===== config.mk =====
export PLATFORM = sky130hd
export DESIGN_NAME = mem_wb_stage
export DESIGN_NICKNAME = d
export VERILOG_FILES = /design/src/rtl/cpu_pkg.sv /design/src/rtl/mem_timeout_counter.sv /design/src/rtl/mem_wb_stage.sv
export SDC_FILE = /design/constraint.sdc
export NUM_CORES = 1
export LEC_CHECK = 0
export ABC_AREA = 1
export BUFFER_PORTS_ARGS = -buffer_cell sky130_fd_sc_hd__buf_2
export CAP_MARGIN = 20
export CORE_MARGIN = 2
export CORE_UTILIZATION = 45
export DETAILED_ROUTE_END_ITERATION = 10
export GPL_TIMING_DRIVEN = 0
export PLACE_DENSITY_LB_ADDON = 0.08
export SLEW_MARGIN = 30
export SYNTH_ARGS = -nofsm -noshare
export SYNTH_HDL_FRONTEND = slang
export SYNTH_SLANG_ARGS = --single-unit
export TNS_END_PERCENT = 1

===== constraint.sdc =====
create_clock -name CLK -period 3.3 [get_ports CLK]
set_clock_uncertainty 0.1 [all_clocks]
set_input_delay 0.33 -clock CLK [delete_from_list [all_inputs] [get_ports CLK]]
set_output_delay 0.33 -clock CLK [all_outputs]
set_load 0.01 [all_outputs]

===== src/rtl/cpu_pkg.sv =====
// Shared CPU definitions: ALU/memory opcodes and the memory/write-back stage state.
package cpu_pkg;

    // Register-writing ALU operations occupy 0000-0111.
    localparam logic [3:0] OP_ADD = 4'b0000;
    localparam logic [3:0] OP_SUB = 4'b0001;
    localparam logic [3:0] OP_AND = 4'b0010;
    localparam logic [3:0] OP_OR  = 4'b0011;
    localparam logic [3:0] OP_XOR = 4'b0100;
    localparam logic [3:0] OP_NOT = 4'b0101;
    localparam logic [3:0] OP_SHL = 4'b0110;
    localparam logic [3:0] OP_SHR = 4'b0111;
    // Flag-only compare, memory access, and no-op.
    localparam logic [3:0] OP_CMP = 4'b1000;
    localparam logic [3:0] OP_LDR = 4'b1001;
    localparam logic [3:0] OP_STR = 4'b1010;
    localparam logic [3:0] OP_NOP = 4'b1111;

    typedef enum logic [1:0] {
        ST_IDLE,
        ST_MEM_RD,
        ST_MEM_WR,
        ST_WB
    } mem_wb_state_t;

    // Word accesses must have the two low address bits clear.
    function automatic logic is_word_aligned(input logic [1:0] addr_lsb);
        return addr_lsb == 2'b00;
    endfunction

endpackage


===== src/rtl/mem_timeout_counter.sv =====
// Counts memory-request cycles without an acknowledge; flags the last allowed cycle.
module mem_timeout_counter #(
    parameter int unsigned TIMEOUT_CYCLES = 255
) (
    input  logic CLK,
    input  logic RESET,
    input  logic clear,
    input  logic enable,
    output logic terminal
);

    localparam int unsigned WIDTH = $clog2(TIMEOUT_CYCLES + 1);

    logic [WIDTH-1:0] count;

    // Cycle counter: cleared when a request starts, advanced on every un-acked cycle.
    always_ff @(posedge CLK) begin
        // NOTE: state registers use non-blocking assignments so every flop samples pre-edge values.
        if (!RESET) begin
            count <= '0;
        end else if (clear) begin
            count <= '0;
        end else if (enable) begin
            count <= count + 1'b1;
        end
    end

    // The current request cycle is the last one allowed before abort.
    assign terminal = (count == WIDTH'(TIMEOUT_CYCLES - 1));

endmodule


===== src/rtl/mem_wb_stage.sv =====
// Memory-access / write-back stage: runs LDR/STR bus transactions and drives the
// register-file write port for ALU results and loaded data.
module mem_wb_stage
    import cpu_pkg::*;
#(
    parameter int unsigned TIMEOUT_CYCLES = 255
) (
    input  logic        CLK,
    input  logic        RESET,
    input  logic        IN_VALID,
    output logic        IN_READY,
    input  logic [3:0]  OPCODE,
    input  logic        CND_MET,
    input  logic [31:0] ALU_RESULT,
    input  logic [31:0] ADDR,
    input  logic [3:0]  DEST_REG,
    output logic [31:0] MEM_ADDR,
    output logic [31:0] MEM_WDATA,
    output logic        MEM_RE,
    output logic        MEM_WE,
    input  logic [31:0] MEM_RDATA,
    input  logic        MEM_ACK,
    output logic        WB_EN,
    output logic [3:0]  WB_REG,
    output logic [31:0] WB_DATA,
    output logic        DONE,
    output logic        ERR
);

    mem_wb_state_t state, state_n;
    logic [3:0]    dest, dest_n;
    logic [31:0]   mem_addr_n, mem_wdata_n, wb_data_n;
    logic [3:0]    wb_reg_n;
    logic          mem_re_n, mem_we_n, wb_en_n, done_n, err_n;
    logic          cnt_clear, cnt_en, cnt_tc;

    mem_timeout_counter #(
        .TIMEOUT_CYCLES(TIMEOUT_CYCLES)
    ) u_timeout (
        .CLK     (CLK),
        .RESET   (RESET),
        .clear   (cnt_clear),
        .enable  (cnt_en),
        .terminal(cnt_tc)
    );

    // Next-state and next-output decode; every output is registered below.
    always_comb begin
        // NOTE: every signal gets a default first so no path through the case infers a latch.
        state_n     = state;
        dest_n      = dest;
        mem_addr_n  = MEM_ADDR;
        mem_wdata_n = MEM_WDATA;
        mem_re_n    = MEM_RE;
        mem_we_n    = MEM_WE;
        wb_reg_n    = WB_REG;
        wb_data_n   = WB_DATA;
        wb_en_n     = 1'b0;
        done_n      = 1'b0;
        err_n       = 1'b0;
        cnt_clear   = 1'b0;
        cnt_en      = 1'b0;

        case (state)
            ST_IDLE: begin
                if (IN_VALID) begin
                    if (!CND_MET) begin
                        // Condition failed: retire with no side effects.
                        done_n = 1'b1;
                    end else begin
                        case (OPCODE)
                            OP_ADD, OP_SUB, OP_AND, OP_OR,
                            OP_XOR, OP_NOT, OP_SHL, OP_SHR: begin
                                state_n   = ST_WB;
                                wb_en_n   = 1'b1;
                                done_n    = 1'b1;
                                wb_reg_n  = DEST_REG;
                                wb_data_n = ALU_RESULT;
                            end
                            OP_LDR: begin
                                if (!is_word_aligned(ADDR[1:0])) begin
                                    err_n  = 1'b1;
                                    done_n = 1'b1;
                                end else begin
                                    state_n    = ST_MEM_RD;
                                    mem_re_n   = 1'b1;
                                    mem_addr_n = ADDR;
                                    dest_n     = DEST_REG;
                                    cnt_clear  = 1'b1;
                                end
                            end
                            OP_STR: begin
                                if (!is_word_aligned(ADDR[1:0])) begin
                                    err_n  = 1'b1;
                                    done_n = 1'b1;
                                end else begin
                                    state_n     = ST_MEM_WR;
                                    mem_we_n    = 1'b1;
                                    mem_addr_n  = ADDR;
                                    mem_wdata_n = ALU_RESULT;
                                    cnt_clear   = 1'b1;
                                end
                            end
                            OP_CMP, OP_NOP: done_n = 1'b1;
                            default:        done_n = 1'b1;
                        endcase
                    end
                end
            end
            ST_MEM_RD: begin
                // An acknowledge on the terminal cycle still completes the load.
                if (MEM_ACK) begin
                    state_n   = ST_WB;
                    mem_re_n  = 1'b0;
                    wb_en_n   = 1'b1;
                    done_n    = 1'b1;
                    wb_reg_n  = dest;
                    wb_data_n = MEM_RDATA;
                end else if (cnt_tc) begin
                    state_n  = ST_IDLE;
                    mem_re_n = 1'b0;
                    err_n    = 1'b1;
                    done_n   = 1'b1;
                end else begin
                    cnt_en = 1'b1;
                end
            end
            ST_MEM_WR: begin
                if (MEM_ACK) begin
                    state_n  = ST_IDLE;
                    mem_we_n = 1'b0;
                    done_n   = 1'b1;
                end else if (cnt_tc) begin
                    state_n  = ST_IDLE;
                    mem_we_n = 1'b0;
                    err_n    = 1'b1;
                    done_n   = 1'b1;
                end else begin
                    cnt_en = 1'b1;
                end
            end
            ST_WB:   state_n = ST_IDLE;
            default: state_n = ST_IDLE;
        endcase
    end

    // State and output registers with synchronous active-low reset.
    always_ff @(posedge CLK) begin
        if (!RESET) begin
            state     <= ST_IDLE;
            dest      <= '0;
            IN_READY  <= 1'b1;
            MEM_ADDR  <= '0;
            MEM_WDATA <= '0;
            MEM_RE    <= 1'b0;
            MEM_WE    <= 1'b0;
            WB_EN     <= 1'b0;
            WB_REG    <= '0;
            WB_DATA   <= '0;
            DONE      <= 1'b0;
            ERR       <= 1'b0;
        end else begin
            state     <= state_n;
            dest      <= dest_n;
            IN_READY  <= (state_n == ST_IDLE);
            MEM_ADDR  <= mem_addr_n;
            MEM_WDATA <= mem_wdata_n;
            MEM_RE    <= mem_re_n;
            MEM_WE    <= mem_we_n;
            WB_EN     <= wb_en_n;
            WB_REG    <= wb_reg_n;
            WB_DATA   <= wb_data_n;
            DONE      <= done_n;
            ERR       <= err_n;
        end
    end

endmodule

==> flow_metrics.tcl <==
set metrics [dict create \
    synth_top_area_share_pct 49.2 \
    max_slew_margin_pct 61.3 \
    synth_ff_type "dfxtp_1" \
    num_antenna_cells 0 \
    synth_seq_cells 120 \
    syn_nets 778 \
    antenna_found_initial 0 \
    synth_edf_count 0 \
    track_usage_pct 28.2 \
    wl_per_cell_microns 14.2 \
    drive_above_1_share_pct 26.6 \
    dp_hpwl_mm 11.2 \
    die_w_microns 108 \
    overflow 0 \
    ctsResizeCount 0 \
    num_io_pins 215 \
    endpoint_kind "flop" \
    critPathRequiredTime_ns 3.66 \
    syn-cell-area_sq_um 4880 \
    cts.clk_slew.worst_paths_ns 0.06 \
    setup_ws_ns 0.518 \
    ant_nets 0 \
    cts_tree "yes" \
    cts_num_sinks 120 \
    cts_root_buffer "clkbuf_8" \
    hold_class "primary input to flop" \
    irDropWorstVdd_uv 317 \
    outcome "complete, no violations" \
    period_needed_ns 2.78 \
    cp-start-kind "flop" \
    cts_buffer_depth 2 \
    syn_avg_cell_area_sq_um 7.36 \
    path_class "flop to flop" \
    path_cells "inv_1 -> ha_1 -> inv_1 -> clkbuf_1 -> clkbuf_1 -> nand2_1 -> a31oi_1 -> dlygate4sd3_1" \
    grt_max_degree 17 \
    fp.dieH_microns 108 \
    drc 0 \
    worst_ep_arrival_time_ns 3.14 \
    finalSetupTns_ns 0 \
    utilization_pct 73.1 \
    yosysWarningCount 0 \
    core_area_sq_um 10700 \
    via_count 5718 \
    maxCapViolCount 0 \
    rsz0062_at_grt "no" \
    first_iter_violations 312 \
    firstDrtPassIters 5 \
    drv_slew 0 \
    clock_latency_ns 0.52 \
    grt_first_pass_wirelength_mm 26.0 \
    clock.fmax_mhz 359 \
    routabilityCongestion 0.867 \
    die_area_sq_um 11700 \
    ys_seq_area_share_pct 49.2 \
    synthTopCellsByArea "dfxtp_1, nand2_1, nor2_1" \
    cp_max_fo 10 \
    p_leak_nw 3.76 \
    powerDensity_nw_per_um2 522 \
    whs_ns 0.0343 \
    nFillCells 821 \
    finalHoldViolations 0 \
    cp_slowest_stage_delay_ns 0.57 \
    synthCells 663 \
    worst_pin_slew_ns 0.580 \
    ys_top_cells_by_count "nand2_1, dfxtp_1, nor2_1" \
    htreeDepth 4 \
    synth_area_leader_cell "dfxtp_1" \
    ys_types 28 \
    grt_pass1_vias 5631 \
    wirelength_mm 16.4 \
    area_growth_pct 60.4 \
    finalCritPeriodShare_pct 84.3 \
    nets 1118 \
    port_buffers 214 \
    setup_viol 0 \
    floorplan.initialDensity_pct 45.6 \
    place_ws_ns 1.08 \
    crit_path_top_delay_cell "dlygate4sd3_1" \
    vias_per_cell 4.95 \
    async_reset_ff_share_pct 0 \
    yosys.cell_count.top_type "nand2_1" \
    cts_buffers 17 \
    num_rows 38 \
]
-- path summary, 6_finish.rpt --
check	slack [ns]	from	cells past startpoint	endpoint
max	0.52	state[1]	8	WB_DATA[11]
min	0.03	CND_MET	3	WB_EN
max reg2reg	0.52	state[1]	8	WB_DATA[11]
min reg2reg	0.34	MEM_ADDR[0]	2	MEM_ADDR[0]
-- logic make-up (layout without fill, tap and decap cells) --
family | after synthesis | in the layout | share of synthesized area [%]
xor+xnor | 1 | 1 | 0.180
buf+inv | 70 | 423 | 6.46
simple gates | 301 | 301 | 24.6
fa+ha+maj | 6 | 6 | 1.54
flops | 120 | 120 | 49.2
compound gates | 165 | 165 | 18.0
-- registers in the layout (all words and copies together) (netlist names) --
name and flops:
MEM_ADDR 32, MEM_WDATA 32, WB_DATA 32, u_timeout.count 8
WB_REG 4, dest 4, state 2, DONE 1
ERR 1, IN_READY 1, MEM_RE 1, MEM_WE 1
WB_EN 1
-- layout make-up --
cell class / count / area [sq um] / area share (%)
Sequential cell: 120 / 2400 / 30.7
Multi-Input combinational cell: 473 / 2160 / 27.6
Timing Repair Buffer: 321 / 2140 / 27.4
Clock buffer: 24 / 460 / 5.88
Buffer: 40 / 203 / 2.59
Tap cell: 140 / 175 / 2.24
Clock inverter: 8 / 168 / 2.14
Inverter: 30 / 113 / 1.44
-- metrics by stage --
step | instance area (sq um) | cells | total power, mW
2_1_floorplan | 4880 | 663 | 1.82
3_3_place_gp | 6130 | 1017 | 2.00
3_5_place_dp | 6130 | 1017 | 2.02
4_1_cts | 7830 | 1156 | 4.09
5_1_grt | 7830 | 1156 | 4.23
6_report | 7830 | 1156 | 4.08
-- power breakdown --
| group | switching, mW | total, mW | leakage (nW) | internal [mW] |
|---|---|---|---|---|
| Clock | 0.640 | 1.98 | 0.303 | 1.34 |
| Combinational | 0.289 | 0.557 | 2.48 | 0.268 |
| Sequential | 0.0322 | 1.55 | 0.973 | 1.51 |
| Total | 0.961 | 4.08 | 3.76 | 3.12 |
-- per-layer routing --
metal | vias to the layer above | share of wire, % | global-route usage (%) | wire length (microns)
met1 | 2593 | 40 | 31.1 | 6590
li1 | 2860 | - | - | -
met4 | 0 | 3.0 | 12.5 | 485
met2 | 217 | 49 | 49.3 | 8030
met3 | 48 | 7.6 | 9.16 | 1250
met5 | - | 0 | 0 | 0
-- timing repair --
item	CTS	global route
setup endpoints to repair	0	0
setup buffers	0	0
hold buffers	107	0
endpoints found under the hold margin	103	0
-- layout by cell type (no fill, tap or decap), types with 3 or more instances in the layout --
cell type	count
a21oi_1	49
o21ai_0	40
nor2_1	95
inv_1	26
buf_1	3
dlygate4sd3_1	107
buf_6	5
clkbuf_16	16
a31oi_1	36
nand2_1	180
o21ai_1	37
ha_1	6
buf_2	226
nand3_1	10
inv_2	4
dfxtp_1	120
nor3_1	6
clkbuf_8	3
clkbuf_1	25
bufinv_16	5
-- worst max-delay path: cells and delay by family (launching register included) --
kind                       cells  cell delay (ns)
DFF                            1             0.37
and+or+nand+nor                1             0.11
AOI/OAI and AO/OA              1             0.18
buffers and inverters          5             1.70
adders and majority gates      1             0.26
Note: power is estimated with default switching activity, not from simulation.
